===== config.mk =====
export PLATFORM = sky130hd
export DESIGN_NAME = chunked_addsub
export DESIGN_NICKNAME = d
export VERILOG_FILES = /design/src/rtl/chunked_addsub.sv
export SDC_FILE = /design/constraint.sdc
export NUM_CORES = 1
export LEC_CHECK = 0
export BUFFER_PORTS_ARGS = -buffer_cell sky130_fd_sc_hd__buf_2
export CAP_MARGIN = 5
export CORE_MARGIN = 2
export CORE_UTILIZATION = 50
export DETAILED_ROUTE_END_ITERATION = 8
export PLACE_DENSITY = 0.72
export RECOVER_POWER = 25
export SLEW_MARGIN = 0
export SYNTH_ARGS = -nofsm -noshare
export SYNTH_HDL_FRONTEND = slang
export SYNTH_SLANG_ARGS = --single-unit

===== constraint.sdc =====
create_clock -name clk -period 5.6 [get_ports clk]
set_input_delay 0.56 -clock clk [delete_from_list [all_inputs] [get_ports clk]]
set_output_delay 0.56 -clock clk [all_outputs]
set_load 0.02 [all_outputs]

===== src/rtl/chunked_addsub.sv =====
// Multi-cycle adder/subtractor: CHUNK bits per clock, LSB chunk first, with a
// registered carry between chunks. Valid/ready on both sides.
module chunked_addsub #(
    parameter int WIDTH = 16,
    parameter int CHUNK = 4
) (
    input  logic             clk,
    input  logic             rst,
    input  logic             in_valid,
    output logic             in_ready,
    input  logic [WIDTH-1:0] a,
    input  logic [WIDTH-1:0] b,
    input  logic             cin,
    input  logic             sub,
    output logic             out_valid,
    input  logic             out_ready,
    output logic [WIDTH-1:0] sum,
    output logic             cout,
    output logic             ovf,
    output logic             zero
);
    localparam int NCH = WIDTH / CHUNK;
    localparam int CW  = (NCH > 1) ? $clog2(NCH) : 1;
    localparam int MSB = WIDTH - 1;

    generate
        if (WIDTH % CHUNK != 0) begin : g_bad_chunk
            $error("chunked_addsub: WIDTH must be a multiple of CHUNK");
        end
    endgenerate

    typedef enum logic [1:0] {IDLE, RUN, DONE} state_t;

    state_t           state, state_n;
    logic [WIDTH-1:0] areg, breg, wreg, res_n;
    logic             creg;
    logic [CW-1:0]    cnt;
    logic [CHUNK:0]   part;
    logic             last, accept;

    assign last   = (cnt == CW'(NCH - 1));
    assign accept = in_valid && in_ready;
    assign part   = {1'b0, areg[cnt*CHUNK +: CHUNK]}
                  + {1'b0, breg[cnt*CHUNK +: CHUNK]}
                  + {{CHUNK{1'b0}}, creg};

    // Working result with the current chunk merged in; becomes sum on the last chunk.
    always_comb begin
        res_n = wreg;
        res_n[cnt*CHUNK +: CHUNK] = part[CHUNK-1:0];
    end

    always_comb begin
        state_n   = state;
        in_ready  = 1'b0;
        out_valid = 1'b0;
        case (state)
            IDLE: begin
                in_ready = 1'b1;
                if (in_valid) state_n = RUN;
            end
            RUN: begin
                if (last) state_n = DONE;
            end
            DONE: begin
                out_valid = 1'b1;
                in_ready  = out_ready;
                if (out_ready) state_n = in_valid ? RUN : IDLE;
            end
            default: state_n = IDLE;
        endcase
        if (rst) in_ready = 1'b0;
    end

    always_ff @(posedge clk) begin
        if (rst) state <= IDLE;
        else     state <= state_n;
    end

    always_ff @(posedge clk) begin
        if (rst) begin
            areg <= '0;
            breg <= '0;
            wreg <= '0;
            creg <= 1'b0;
            cnt  <= '0;
            sum  <= '0;
            cout <= 1'b0;
            ovf  <= 1'b0;
            zero <= 1'b0;
        end else if (accept) begin
            // Subtraction folds into addition: a + ~b + !cin == a - b - cin.
            areg <= a;
            breg <= sub ? ~b : b;
            creg <= cin ^ sub;
            wreg <= '0;
            cnt  <= '0;
        end else if (state == RUN) begin
            wreg <= res_n;
            creg <= part[CHUNK];
            cnt  <= last ? '0 : cnt + 1'b1;
            if (last) begin
                sum  <= res_n;
                cout <= part[CHUNK];
                ovf  <= (areg[MSB] == breg[MSB]) && (res_n[MSB] != areg[MSB]);
                zero <= (res_n == '0);
            end
        end
    end
endmodule


Yosys cells after proc, flatten, opt, wreduce, memory -nomap -nowiden
Index checks and enable logic that the tools add are counted.
Word-level totals
  bits in writable memories: 0
  input port bits: 38
  word-level logic and storage cells: 50
  bits in read-only memories: 0
  bits in latches: 0
  output and inout port bits: 21
  memories: 0
  register bits after elaboration: 72
Cells by class
  shift-type cells: 4
  multipliers: 0
  multiplexer cells: 13
  bitwise operators: 3
  order comparisons: 0
  eq/ne operators: 8
  add/subtract/negate cells: 4
  div/mod/pow operators: 0
  reduce and logical (&&, ||, !) cells: 8
Operators by type and width (count)
  $neg 4->34: 1
  $shift 4x34->16 const A: 1
  $shiftx 4x34->16: 1
  $shiftx 16x5->4: 2
  $bwmux 16: 1
  $logic_not 16->1: 1
  $mux 16: 1
  $not 16->16: 1
  $mux 2: 4
  $ne 2x2->1 const B: 3
  $pmux 2 s3: 1
  $reduce_and 3->1: 2
  $add 4x4->5: 1
  $add 5x1->5: 1
  $mux 1: 5
  $eq 2x2->1 const B: 2
  $add 2x1->2 const B: 1
  $eq 2x1->1 const B: 1
  $logic_and 1x1->1: 2
  $logic_not 2->1: 1
  $pmux 1 s2: 1
  $reduce_bool 2->1: 1
  $reduce_or 2->1: 1
  $eq 1x1->1: 1
  3 further kinds: 3

Logic depth before layout (Yosys ltp)
Gate-level depths: netlist of the first run.
  depth after elaboration: 7
  depth in mapped cells: 11
  mapped depth without buffers: 9

Worst setup path after synthesis of the first run
OpenSTA, ideal clock, no wires.
  path type: register to register
  start: register cnt[0]
  end: register zero
  library setup time: 0.117 ns
  clock period less this slack: 2.916 ns
  stages on the path, launching flop included: 12
  arrival time: 2.799 ns
  slack: 2.684 ns
  buffers on the path: 2
  path through: dfxtp_1 -> buf_6 -> buf_4 -> mux4_2 -> fa_1 -> inv_1 -> fa_1 -> nor2_1 -> a31oi_1 -> nand4_1 -> a21oi_1 -> a32o_1
On the way
  word-level cells in the longest chain between the ends: 6
RTL lines
  start, declared: RTL line 37  | logic [CW-1:0] cnt;
  start signal, assigned: RTL line 101  | cnt <= last ? '0 : cnt + 1'b1;
  $shiftx 16x5->4, on equally long branches: RTL line 43, 44
  $add 4x4->5: RTL line 44  | + {1'b0, breg[cnt*CHUNK +: CHUNK]}
  $add 5x1->5: RTL line 45  | + {{CHUNK{1'b0}}, creg};
  $shiftx 4x34->16: RTL line 50  | res_n[cnt*CHUNK +: CHUNK] = part[CHUNK-1:0];
  $bwmux 16: RTL line 50
  $logic_not 16->1: RTL line 106  | zero <= (res_n == '0);
  end signal, assigned: RTL line 106
  end, declared: RTL line 20  | output logic zero
Parallel ways exist; a longest one is shown, timed or not.
A chain may end at the register's enable or synchronous reset.

Final worst setup path of the first run
Ends and elaborated chain as after synthesis.

==> run_summary.xml, run 1 <==
<?xml version="1.0" encoding="UTF-8"?>
<metrics>
  <group name="timing">
    <metric name="timing.final.crit_share" unit="">0.5430</metric>
    <metric name="fin_skew" unit="ns">0.009657</metric>
    <metric name="number_of_pins_exceeding_their_max_slew_limit_in_the_final_report" unit="">0</metric>
    <metric name="slew-limit-headroom" unit="">0.5363</metric>
    <metric name="aggregate_negative_setup_slack" unit="ns">0</metric>
    <metric name="worstMarginPinSlew" unit="ns">0.6939</metric>
    <metric name="fmax" unit="GHz">0.3289</metric>
    <metric name="rsz0062_at_grt" unit="">false</metric>
    <metric name="timing.final.crit_period" unit="ns">3.041</metric>
    <metric name="timing.final.setup_violations" unit="">0</metric>
    <metric name="timing.final.hold_violations" unit="">0</metric>
  </group>
  <group name="final_layout">
    <metric name="flow.area_growth_from_synthesis" unit="%">12.85</metric>
    <metric name="diodes" unit="">0</metric>
    <metric name="nFillCells" unit="">625</metric>
    <metric name="multi_input_comb_area" unit="µm²">1933</metric>
    <metric name="design.final.nets" unit="">485</metric>
    <metric name="final_core_util" unit="">0.5885</metric>
    <metric name="mostFrequentLayoutCell" unit="">sky130_fd_sc_hd__dfxtp_1</metric>
    <metric name="register_area" unit="µm²">1441</metric>
    <metric name="most-common-layout-cells" unit="">sky130_fd_sc_hd__dfxtp_1 (72), sky130_fd_sc_hd__nor2_1 (59), sky130_fd_sc_hd__nand2_1 (41), sky130_fd_sc_hd__buf_2 (38), sky130_fd_sc_hd__a211oi_1 (29)</metric>
    <metric name="fraction_of_layout_instances_using_a_drive_strength_above_1" unit="">0.2063</metric>
  </group>
  <group name="clock_tree">
    <metric name="cts_buffers" unit="">9</metric>
    <metric name="cts_resized" unit="">0</metric>
    <metric name="post_cts_hold_buffer_count" unit="">0</metric>
    <metric name="postcts_setup_bufs" unit="">0</metric>
    <metric name="clock-sinks" unit="">72</metric>
    <metric name="root_buffer" unit="">sky130_fd_sc_hd__clkbuf_8</metric>
    <metric name="clock_pin_slew_reported_for_the_worst_setup_and_hold_paths_after_clock_tree_synthesis" unit="ns">0.08</metric>
    <metric name="cts_htree_levels" unit="">3</metric>
    <metric name="max-clock-path-buffers" unit="">2</metric>
    <metric name="cts_tree" unit="">done</metric>
    <metric name="clkLatencyLatePin" unit="ns">0.36</metric>
  </group>
  <group name="setup_path">
    <metric name="required" unit="ns">5.85</metric>
    <metric name="critPathTopFamily" unit="">adder cells</metric>
    <metric name="max_stage_delay" unit="ns">0.57</metric>
    <metric name="cp_max_fo" unit="">23</metric>
    <metric name="worstPathCellList" unit="">buf_4 &gt; mux4_2 &gt; fa_1 &gt; inv_1 &gt; fa_1 &gt; nor2_1 &gt; a41oi_1 &gt; nand2_1 &gt; nor4_1 &gt; a32o_1</metric>
    <metric name="path_class" unit="">reg -&gt; reg</metric>
    <metric name="crit_path_end_kind" unit="">register</metric>
    <metric name="cpMaxStageDelayCell" unit="">sky130_fd_sc_hd__mux4_2</metric>
    <metric name="worst-endpoint-arrival" unit="ns">3.29</metric>
    <metric name="cp_common_cell" unit="">sky130_fd_sc_hd__fa_1</metric>
    <metric name="critical_path.n_buffers_inverters" unit="">2</metric>
    <metric name="cp-start-kind" unit="">register</metric>
  </group>
  <group name="synth">
    <metric name="ys_seq_elements" unit="">72</metric>
    <metric name="synthesis.area_per_instance" unit="µm²">9.209</metric>
    <metric name="synth_nets" unit="">438</metric>
    <metric name="yosysWarnings" unit="">0</metric>
    <metric name="ys.flop_type" unit="">sky130_fd_sc_hd__dfxtp_1</metric>
    <metric name="synth_edf_count" unit="">0</metric>
    <metric name="post_synth_instance_area" unit="µm²">3582</metric>
    <metric name="synthCells" unit="">389</metric>
    <metric name="ys_seq_area_frac" unit="">0.4024</metric>
    <metric name="post_synthesis_cell_type_count" unit="">52</metric>
    <metric name="synthArstFlopShare" unit="">0</metric>
  </group>
  <group name="die">
    <metric name="chip_width" unit="µm">88.64</metric>
    <metric name="floorplan_die_area" unit="µm²">7857</metric>
    <metric name="fp-row-count" unit="">30</metric>
    <metric name="floorplan.initialDensity" unit="">0.5215</metric>
    <metric name="number_of_primary_i_o_pins" unit="">59</metric>
    <metric name="die_h" unit="µm">88.64</metric>
    <metric name="fp.coreArea" unit="µm²">6869</metric>
  </group>
  <group name="detailed_routing">
    <metric name="drt_first_iter_violations" unit="">135</metric>
    <metric name="routedWlPerCell" unit="µm">14.34</metric>
    <metric name="detailroute.via_count" unit="">2850</metric>
    <metric name="postRouteWirelength" unit="mm">7.699</metric>
    <metric name="vias_per_cell" unit="">5.307</metric>
    <metric name="firstDrtPassIters" unit="">4</metric>
    <metric name="remaining_drc_errors" unit="">0</metric>
    <metric name="postRouteAntennaNets" unit="">0</metric>
  </group>
  <group name="global_route">
    <metric name="via_count_of_the_first_global_routing_pass" unit="">2635</metric>
    <metric name="grt_max_degree" unit="">54</metric>
    <metric name="global_route.overflow_total" unit="">0</metric>
    <metric name="grt_pass1_wl" unit="mm">12.57</metric>
    <metric name="grtUsageTotal" unit="">0.2070</metric>
    <metric name="antenna_found_initial" unit="">0</metric>
  </group>
  <group name="pwr">
    <metric name="powerDensity" unit="nW/µm²">283.3</metric>
    <metric name="power.ir.vdd_worst" unit="µV">191.5</metric>
    <metric name="leakage" unit="nW">1.460</metric>
  </group>
  <group name="place">
    <metric name="place.gp.congestion" unit="">0.8992</metric>
    <metric name="dp_hpwl" unit="mm">5.230</metric>
    <metric name="buffer_ports.inserted" unit="">58</metric>
  </group>
  <group name="status">
    <metric name="run_status" unit="">completed</metric>
  </group>
  <group name="hold_path">
    <metric name="timing.hold.worst.class" unit="">in -&gt; reg</metric>
  </group>
  <group name="run">
    <metric name="drv_cap" unit="">0</metric>
  </group>
</metrics>
## sequential cells by signal (all words and copies together) (netlist names)
name   count
sum       16
zero       1
creg       1
areg      16
cnt        2
ovf        1
state      2
wreg      16
breg      16
cout       1
## worst reg2reg max path: cells and delay by family, from the launching register on
kind	cells	cell delay (ns)
adder cells (fa/ha/maj)	2	0.84
multiplexers	1	0.58
AO/OA/AOI/OAI	2	0.42
AND/OR/NAND/NOR	3	0.40
buffers and inverters	2	0.39
flip-flops	1	0.31
## per-layer routing
| metal | vias to the layer above | global-route usage | wire length [µm] |
|---|---|---|---|
| met2 | 70 | 0.3372 | 3717 |
| li1 | 1459 | - | - |
| met1 | 1313 | 0.2690 | 3538 |
| met3 | 8 | 0.05784 | 364 |
| met5 | - | 0 | 0 |
| met4 | 0 | 0.05923 | 78 |
## report_power, final
group / switching [mW] / total, mW / internal (mW)
Combinational: 0.110 / 0.188 / 0.0779
Clock: 0.201 / 0.407 / 0.205
Sequential: 0.0151 / 0.551 / 0.536
## stage by stage
stage	hold slack, ns	std cells	worst slack [ns]	instance area, µm²	total power, mW
floorplan	0.4331	389	2.684	3582	0.7064
global placement	0.4422	521	2.590	3879	0.7477
detailed placement	0.4473	521	2.551	3879	0.7502
CTS	0.4268	537	2.545	4068	1.148
global route	0.4301	537	2.361	4043	1.200
finish	0.4325	537	2.559	4043	1.145
## layout make-up
type                       instances  area share
timing repair buffer              63     0.07490
tap                               96     0.02971
sequential                        72      0.3565
clock inverter                     5     0.01424
clock buffer                      11     0.03250
inverter                          15     0.01393
multi-input combinational        275      0.4782
## synth_stat cells (all sizes together), types with 3 or more instances
library cell | instances | area share
ha | 9 | 0.031
inv | 15 | 0.016
nand2 | 41 | 0.043
and2 | 4 | 0.0070
o21ai | 3 | 0.0042
xnor2 | 16 | 0.039
nor2b | 14 | 0.027
a31oi | 4 | 0.0087
nor2 | 59 | 0.062
nand4 | 3 | 0.0052
buf | 17 | 0.032
o31ai | 3 | 0.0077
a22oi | 7 | 0.017
clkbuf | 10 | 0.010
a21oi | 29 | 0.042
a211oi | 43 | 0.11
nor3 | 3 | 0.0042
mux4 | 8 | 0.050
dfxtp | 72 | 0.40
## cell families after synthesis
kind of cell    Yosys count  share of synthesized area
compound gates           96                     0.2096
xor+xnor                 18                    0.04401
fa+ha+maj                11                    0.04261
buf+inv                  42                    0.05868
flops                    72                     0.4024
mux                      10                    0.05588
simple gates            140                     0.1869
## path summary, 6_finish.rpt
| path | startpoint | end | slack [ns] | cells after the start |
|---|---|---|---|---|
| setup / recovery | cnt[0] | zero | 2.56 | 10 |
| hold / removal | a[9] | areg[9] | 0.43 | 3 |
| setup reg to reg | cnt[0] | zero | 2.56 | 10 |
| hold reg to reg | areg[1] | areg[1] | 0.46 | 2 |
(Power assumes the default switching activity.)
==> run 2, diff against run 1 <==
==> constraint.sdc (replaced) <==
create_clock -name clk -period 3.1 [get_ports clk]
set_input_delay 0.31 -clock clk [delete_from_list [all_inputs] [get_ports clk]]
set_output_delay 0.31 -clock clk [all_outputs]
set_load 0.02 [all_outputs]
==> run 2 against run 1 <==
  * The run now ends with capacitance limit, slew limit left
  * Cell count is 0.19% higher
  * Register-to-register slack lost 2.3 ns
  * Worst setup slack got worse by 2.3 ns
  * Maximum frequency grew 6.4%
  * Clock power rose by 120%
  * Die area stayed put
  * Critical path depth shrank 1
  * Routed wire length decreased by 0.19%
  * Total power is 96% higher
  * Flip-flop and latch count unchanged
  * Combinational power increased by 82%
  * Critical endpoint unchanged
  * Highest routed layer unchanged
==> run_summary.xml, run 2 (synthesis gave the netlist of run 1 again) <==
<?xml version="1.0" encoding="UTF-8"?>
<metrics>
  <group name="clock_tree">
    <metric name="cts_tree" unit="">done</metric>
    <metric name="cts_resized" unit="">0</metric>
    <metric name="max-clock-path-buffers" unit="">2</metric>
    <metric name="post_cts_hold_buffer_count" unit="">0</metric>
    <metric name="clkLatencyLatePin" unit="ns">0.36</metric>
    <metric name="postcts_setup_bufs" unit="">0</metric>
    <metric name="cts_htree_levels" unit="">3</metric>
    <metric name="root_buffer" unit="">sky130_fd_sc_hd__clkbuf_8</metric>
    <metric name="cts_buffers" unit="">9</metric>
    <metric name="clock-sinks" unit="">72</metric>
    <metric name="clock_pin_slew_reported_for_the_worst_setup_and_hold_paths_after_clock_tree_synthesis" unit="ns">0.08</metric>
  </group>
  <group name="timing">
    <metric name="rsz0062_at_grt" unit="">false</metric>
    <metric name="fin_skew" unit="ns">0.01135</metric>
    <metric name="timing.final.setup_violations" unit="">0</metric>
    <metric name="aggregate_negative_setup_slack" unit="ns">0</metric>
    <metric name="timing.final.hold_violations" unit="">0</metric>
    <metric name="slew-limit-headroom" unit="">-0.2121</metric>
    <metric name="timing.hold.ws" unit="ns">0.1803</metric>
    <metric name="fmax" unit="GHz">0.3498</metric>
    <metric name="timing.final.crit_period" unit="ns">2.859</metric>
    <metric name="number_of_pins_exceeding_their_max_slew_limit_in_the_final_report" unit="">49</metric>
    <metric name="worstMarginPinSlew" unit="ns">1.818</metric>
    <metric name="timing.final.crit_share" unit="">0.9222</metric>
  </group>
  <group name="die">
    <metric name="number_of_primary_i_o_pins" unit="">59</metric>
    <metric name="fp-row-count" unit="">30</metric>
    <metric name="die_h" unit="µm">88.64</metric>
    <metric name="chip_width" unit="µm">88.64</metric>
    <metric name="fp.coreArea" unit="µm²">6869</metric>
    <metric name="floorplan.initialDensity" unit="">0.5215</metric>
    <metric name="floorplan_die_area" unit="µm²">7857</metric>
  </group>
  <group name="detailed_routing">
    <metric name="remaining_drc_errors" unit="">0</metric>
    <metric name="detailroute.via_count" unit="">2888</metric>
    <metric name="wl_met1" unit="mm">3.463</metric>
    <metric name="routedWlPerCell" unit="µm">14.28</metric>
    <metric name="drt_first_iter_violations" unit="">154</metric>
    <metric name="postRouteAntennaNets" unit="">0</metric>
    <metric name="wl_met2" unit="mm">3.773</metric>
    <metric name="route.top_layer_used" unit="">met4</metric>
    <metric name="postRouteWirelength" unit="mm">7.684</metric>
    <metric name="vias_per_cell" unit="">5.368</metric>
    <metric name="firstDrtPassIters" unit="">4</metric>
    <metric name="detailroute.wirelength.met3" unit="µm">315</metric>
  </group>
  <group name="place">
    <metric name="dp_hpwl" unit="mm">5.498</metric>
    <metric name="place.gp.congestion" unit="">0.9140</metric>
    <metric name="buffer_ports.inserted" unit="">58</metric>
  </group>
  <group name="final_layout">
    <metric name="flow.area_growth_from_synthesis" unit="%">14.64</metric>
    <metric name="most-common-layout-cells" unit="">sky130_fd_sc_hd__dfxtp_1 (72), sky130_fd_sc_hd__nor2_1 (59), sky130_fd_sc_hd__nand2_1 (41), sky130_fd_sc_hd__buf_2 (38), sky130_fd_sc_hd__a211oi_1 (29)</metric>
    <metric name="nFillCells" unit="">625</metric>
    <metric name="mostFrequentLayoutCell" unit="">sky130_fd_sc_hd__dfxtp_1</metric>
    <metric name="register_area" unit="µm²">1441</metric>
    <metric name="multi_input_comb_area" unit="µm²">1933</metric>
    <metric name="fraction_of_layout_instances_using_a_drive_strength_above_1" unit="">0.2104</metric>
    <metric name="diodes" unit="">0</metric>
    <metric name="design.final.nets" unit="">487</metric>
  </group>
  <group name="pwr">
    <metric name="powerDensity" unit="nW/µm²">547.3</metric>
    <metric name="power" unit="mW">2.247</metric>
    <metric name="leakage" unit="nW">1.505</metric>
    <metric name="power.ir.vdd_worst" unit="µV">257.3</metric>
  </group>
  <group name="hold_path">
    <metric name="timing.hold.worst.class" unit="">in -&gt; reg</metric>
  </group>
  <group name="global_route">
    <metric name="grt_pass1_wl" unit="mm">12.91</metric>
    <metric name="global_route.overflow_total" unit="">0</metric>
    <metric name="via_count_of_the_first_global_routing_pass" unit="">2800</metric>
    <metric name="antenna_found_initial" unit="">0</metric>
    <metric name="grtUsageTotal" unit="">0.2133</metric>
    <metric name="grt_max_degree" unit="">52</metric>
  </group>
  <group name="status">
    <metric name="violations_in_the_final_reports" unit="">capacitance limit, slew limit</metric>
    <metric name="run_status" unit="">finished with violations</metric>
  </group>
  <group name="setup_path">
    <metric name="worst-endpoint-arrival" unit="ns">3.12</metric>
    <metric name="required" unit="ns">3.36</metric>
    <metric name="path_class" unit="">reg -&gt; reg</metric>
    <metric name="cp_max_fo" unit="">4</metric>
    <metric name="cp-start-kind" unit="">register</metric>
    <metric name="crit_path_end_kind" unit="">register</metric>
  </group>
  <group name="run">
    <metric name="drv_cap" unit="">1</metric>
  </group>
</metrics>
==> run 2: where the power goes <==
| part | internal [mW] | leakage [nW] | total (mW) | switching, mW |
|---|---|---|---|---|
| registers | 0.968 | 0.586 | 0.998 | 0.0294 |
| clock network | 0.553 | 0.123 | 0.907 | 0.354 |
| logic | 0.146 | 0.795 | 0.343 | 0.197 |
| total | 1.67 | 1.50 | 2.25 | 0.580 |
==> run 2: cell type report <==
class	instances	area share
Clock inverter	5	0.02529
Clock buffer	10	0.03352
Timing Repair Buffer	65	0.07648
Inverter	15	0.01371
Multi-Input combinational cell	275	0.4707
Sequential cell	72	0.3510
Tap cell	96	0.02925
==> run 2: per-stage QoR <==
| step | utilization | instances | cell area [µm²] | worst slack, ns |
|---|---|---|---|---|
| detailed placement | 0.5668 | 523 | 3894 | 0.2400 |
| global route | 0.5978 | 538 | 4106 | 0.04379 |
| finish | 0.5978 | 538 | 4106 | 0.2412 |
| global placement | 0.5668 | 523 | 3894 | 0.3001 |
| floorplan | - | 389 | 3582 | 0.1840 |
| CTS | 0.6020 | 538 | 4135 | 0.2319 |
==> run 2: routing by layer <==
metal  up-vias  GRT usage
met1      1354     0.2638
met3        16    0.05877
met2        58     0.3548
met4         0    0.07989
li1       1460          -
met5         -          0
==> run 2: path summary, 6_finish.rpt <==
path / from / to / slack (ns) / depth (start not counted)
worst min register to register: areg[1] / areg[1] / 0.46 / 2
worst min-delay path: a[10] / areg[10] / 0.18 / 3
worst max register to register: cnt[0] / zero / 0.24 / 9
worst max-delay path: cnt[0] / zero / 0.24 / 9
==> run 2: worst max-delay path: stages, from the launching register on <==
cell and delay (ns):
sky130_fd_sc_hd__dfxtp_1 0.43, sky130_fd_sc_hd__mux4_2 0.56, sky130_fd_sc_hd__fa_1 0.44, sky130_fd_sc_hd__inv_1 0.08, sky130_fd_sc_hd__fa_1 0.43, sky130_fd_sc_hd__nor2_1 0.23
sky130_fd_sc_hd__a41oi_1 0.23, sky130_fd_sc_hd__nand2_1 0.12, sky130_fd_sc_hd__nor4_1 0.05, sky130_fd_sc_hd__a32o_1 0.20
==> run 3, diff against run 2 <==
--- a/config.mk
+++ b/config.mk
@@ -8,9 +8,8 @@
 export BUFFER_PORTS_ARGS = -buffer_cell sky130_fd_sc_hd__buf_2
 export CAP_MARGIN = 5
 export CORE_MARGIN = 2
-export CORE_UTILIZATION = 50
+export CORE_UTILIZATION = 40
 export DETAILED_ROUTE_END_ITERATION = 8
-export PLACE_DENSITY = 0.72
 export RECOVER_POWER = 25
 export SLEW_MARGIN = 0
 export SYNTH_ARGS = -nofsm -noshare
==> run 3 against run 2 <==
  * The run now ends clean
  * Maximum frequency rose by 1.6%
  * Core utilization is 12 points lower
  * Worst setup slack better by 0.045 ns
  * Clock-buffer cell count increased by 1
  * Cell area is 0.94% higher
  * Sequential share of layout area is 0.33 points lower
  * Register-to-register slack improved by 0.05 ns
  * Clock power up 0.4%
  * Total power increased by 0.72%
==> run_summary.xml, run 3 (synthesis gave the netlist of run 1 again) <==
<?xml version="1.0" encoding="UTF-8"?>
<metrics>
  <group name="status">
    <metric name="run_status" unit="">completed</metric>
  </group>
  <group name="final_layout">
    <metric name="fraction_of_layout_instances_using_a_drive_strength_above_1" unit="">0.2180</metric>
    <metric name="finalInstanceArea" unit="µm²">4145</metric>
    <metric name="diodes" unit="">0</metric>
    <metric name="finish.cell_count_without_fillers" unit="">553</metric>
    <metric name="nFillCells" unit="">863</metric>
    <metric name="design.final.nets" unit="">489</metric>
    <metric name="flow.area_growth_from_synthesis" unit="%">15.72</metric>
    <metric name="mostFrequentLayoutCell" unit="">sky130_fd_sc_hd__dfxtp_1</metric>
    <metric name="final_core_util" unit="">0.4753</metric>
    <metric name="most-common-layout-cells" unit="">sky130_fd_sc_hd__dfxtp_1 (72), sky130_fd_sc_hd__nor2_1 (59), sky130_fd_sc_hd__nand2_1 (41), sky130_fd_sc_hd__buf_2 (39), sky130_fd_sc_hd__a211oi_1 (29)</metric>
  </group>
  <group name="clock_tree">
    <metric name="cts_tree" unit="">done</metric>
    <metric name="cts_buffers" unit="">9</metric>
    <metric name="root_buffer" unit="">sky130_fd_sc_hd__clkbuf_8</metric>
    <metric name="cts_htree_levels" unit="">3</metric>
    <metric name="cts_resized" unit="">0</metric>
    <metric name="post_cts_hold_buffer_count" unit="">0</metric>
    <metric name="max-clock-path-buffers" unit="">2</metric>
    <metric name="clock_pin_slew_reported_for_the_worst_setup_and_hold_paths_after_clock_tree_synthesis" unit="ns">0.08</metric>
    <metric name="postcts_setup_bufs" unit="">0</metric>
    <metric name="clock-sinks" unit="">72</metric>
    <metric name="clkLatencyLatePin" unit="ns">0.35</metric>
  </group>
  <group name="detailed_routing">
    <metric name="postRouteAntennaNets" unit="">0</metric>
    <metric name="vias_per_cell" unit="">5.154</metric>
    <metric name="routedWlPerCell" unit="µm">14.97</metric>
    <metric name="remaining_drc_errors" unit="">0</metric>
    <metric name="drt_first_iter_violations" unit="">105</metric>
    <metric name="detailroute.via_count" unit="">2850</metric>
    <metric name="postRouteWirelength" unit="mm">8.277</metric>
    <metric name="firstDrtPassIters" unit="">4</metric>
  </group>
  <group name="run">
    <metric name="drv_cap" unit="">0</metric>
  </group>
  <group name="die">
    <metric name="floorplan.initialDensity" unit="">0.4108</metric>
    <metric name="die_h" unit="µm">98.64</metric>
    <metric name="fp-row-count" unit="">34</metric>
    <metric name="fp.coreArea" unit="µm²">8721</metric>
    <metric name="chip_width" unit="µm">98.64</metric>
    <metric name="floorplan_die_area" unit="µm²">9729</metric>
    <metric name="number_of_primary_i_o_pins" unit="">59</metric>
  </group>
  <group name="place">
    <metric name="dp_hpwl" unit="mm">6.004</metric>
    <metric name="dpl-instance-area" unit="µm²">3924</metric>
    <metric name="numPlacedInstances" unit="">537</metric>
    <metric name="place.gp.congestion" unit="">0.8111</metric>
    <metric name="buffer_ports.inserted" unit="">58</metric>
    <metric name="pre_cts_ws" unit="ns">0.3277</metric>
  </group>
  <group name="setup_path">
    <metric name="crit_path_end_kind" unit="">register</metric>
    <metric name="crit-reg2reg-capture" unit="">zero</metric>
    <metric name="timing.reg2reg.setup_slack" unit="ns">0.29</metric>
    <metric name="setup.worst_path.end" unit="">zero</metric>
    <metric name="worstPathCellList" unit="">mux4_2 &gt; fa_1 &gt; inv_1 &gt; fa_1 &gt; nor2_1 &gt; a41oi_1 &gt; nand2_1 &gt; nor4_1 &gt; a32o_1</metric>
    <metric name="cp-start-kind" unit="">register</metric>
    <metric name="worst-endpoint-arrival" unit="ns">3.06</metric>
    <metric name="cp_common_cell" unit="">sky130_fd_sc_hd__fa_1</metric>
    <metric name="path_class" unit="">reg -&gt; reg</metric>
    <metric name="worst_r2r_startpoint" unit="">cnt[0]</metric>
    <metric name="setup.worst_path.start" unit="">cnt[0]</metric>
    <metric name="required" unit="ns">3.34</metric>
    <metric name="max_stage_delay" unit="ns">0.54</metric>
    <metric name="rr_worst_depth" unit="">9</metric>
    <metric name="cpMaxStageDelayCell" unit="">sky130_fd_sc_hd__mux4_2</metric>
    <metric name="cp_max_fo" unit="">4</metric>
  </group>
  <group name="pwr">
    <metric name="clkPwrFrac" unit="">0.403</metric>
    <metric name="p_switching" unit="mW">0.5890</metric>
    <metric name="p_sw_frac" unit="">0.2602</metric>
    <metric name="seq_power_share" unit="">0.440</metric>
    <metric name="combinationalPowerShare" unit="">0.157</metric>
    <metric name="power.ir.vdd_worst" unit="µV">275.4</metric>
    <metric name="powerDensity" unit="nW/µm²">546.1</metric>
    <metric name="leakage" unit="nW">1.524</metric>
    <metric name="intPower" unit="mW">1.675</metric>
    <metric name="power" unit="mW">2.264</metric>
  </group>
  <group name="timing">
    <metric name="layout_setup_ws" unit="ns">0.2862</metric>
    <metric name="rsz0062_at_grt" unit="">false</metric>
    <metric name="timing.final.crit_period" unit="ns">2.814</metric>
    <metric name="timing.final.hold_violations" unit="">0</metric>
    <metric name="aggregate_negative_setup_slack" unit="ns">0</metric>
    <metric name="slew-limit-headroom" unit="">0.5250</metric>
    <metric name="timing.hold.ws" unit="ns">0.1907</metric>
    <metric name="timing.final.setup_violations" unit="">0</metric>
    <metric name="timing.final.crit_share" unit="">0.9077</metric>
    <metric name="fin_skew" unit="ns">0.01125</metric>
    <metric name="worstMarginPinSlew" unit="ns">0.7108</metric>
    <metric name="number_of_pins_exceeding_their_max_slew_limit_in_the_final_report" unit="">0</metric>
    <metric name="fmax" unit="GHz">0.3554</metric>
  </group>
  <group name="global_route">
    <metric name="grt_max_degree" unit="">52</metric>
    <metric name="antenna_found_initial" unit="">0</metric>
    <metric name="global_route.overflow_total" unit="">0</metric>
    <metric name="via_count_of_the_first_global_routing_pass" unit="">2757</metric>
    <metric name="grtUsageTotal" unit="">0.1772</metric>
    <metric name="grt_pass1_wl" unit="mm">13.79</metric>
  </group>
  <group name="hold_path">
    <metric name="timing.hold.worst.class" unit="">in -&gt; reg</metric>
  </group>
</metrics>
[run 3: cell type report]
class	instances	area, µm²	share of cell area
Inverter	15	56.30	0.01358
Multi-Input combinational cell	275	1933	0.4663
Tap cell	108	135.1	0.03260
Clock inverter	5	103.9	0.02505
Clock buffer	11	141.4	0.03411
Timing Repair Buffer	67	334.1	0.08059
Sequential cell	72	1441	0.3477
[run 3: power by group through the flow]
stage	sequential (mW)	clock [mW]	combinational, mW
after global routing	1.00	0.959	0.397
after global placement	1.02	0	0.356
after CTS	0.997	0.923	0.358
after floorplan	1.01	0	0.268
final	0.997	0.911	0.355
after detailed placement	1.02	0	0.357
[run 3: layer usage]
layer,track usage,up-vias,part of all wire
li1,-,1468,-
met1,0.2441,1305,0.49
met2,0.2747,65,0.45
met3,0.04326,12,0.042
met4,0.05796,0,0.014
met5,0,-,0
[run 3: worst max-delay path, delay by kind of cell (launching register included)]
family,cells,cell delay (ns)
simple gates,3,0.39
buf+inv,1,0.08
fa+ha+maj,2,0.86
mux,1,0.54
flops,1,0.41
compound gates,2,0.43
[run 3: how the worst min path moves through the flow]
| stage | start | endpoint | slack [ns] | cells past startpoint |
|---|---|---|---|---|
| CTS | a[7] | areg[7] | 0.18 | 3 |
| detailed placement | areg[3] | areg[3] | 0.45 | 2 |
| global placement | areg[3] | areg[3] | 0.44 | 2 |
| floorplan | areg[10] | areg[10] | 0.43 | 2 |
| global route | a[7] | areg[7] | 0.18 | 3 |
| finish | a[11] | areg[11] | 0.19 | 3 |
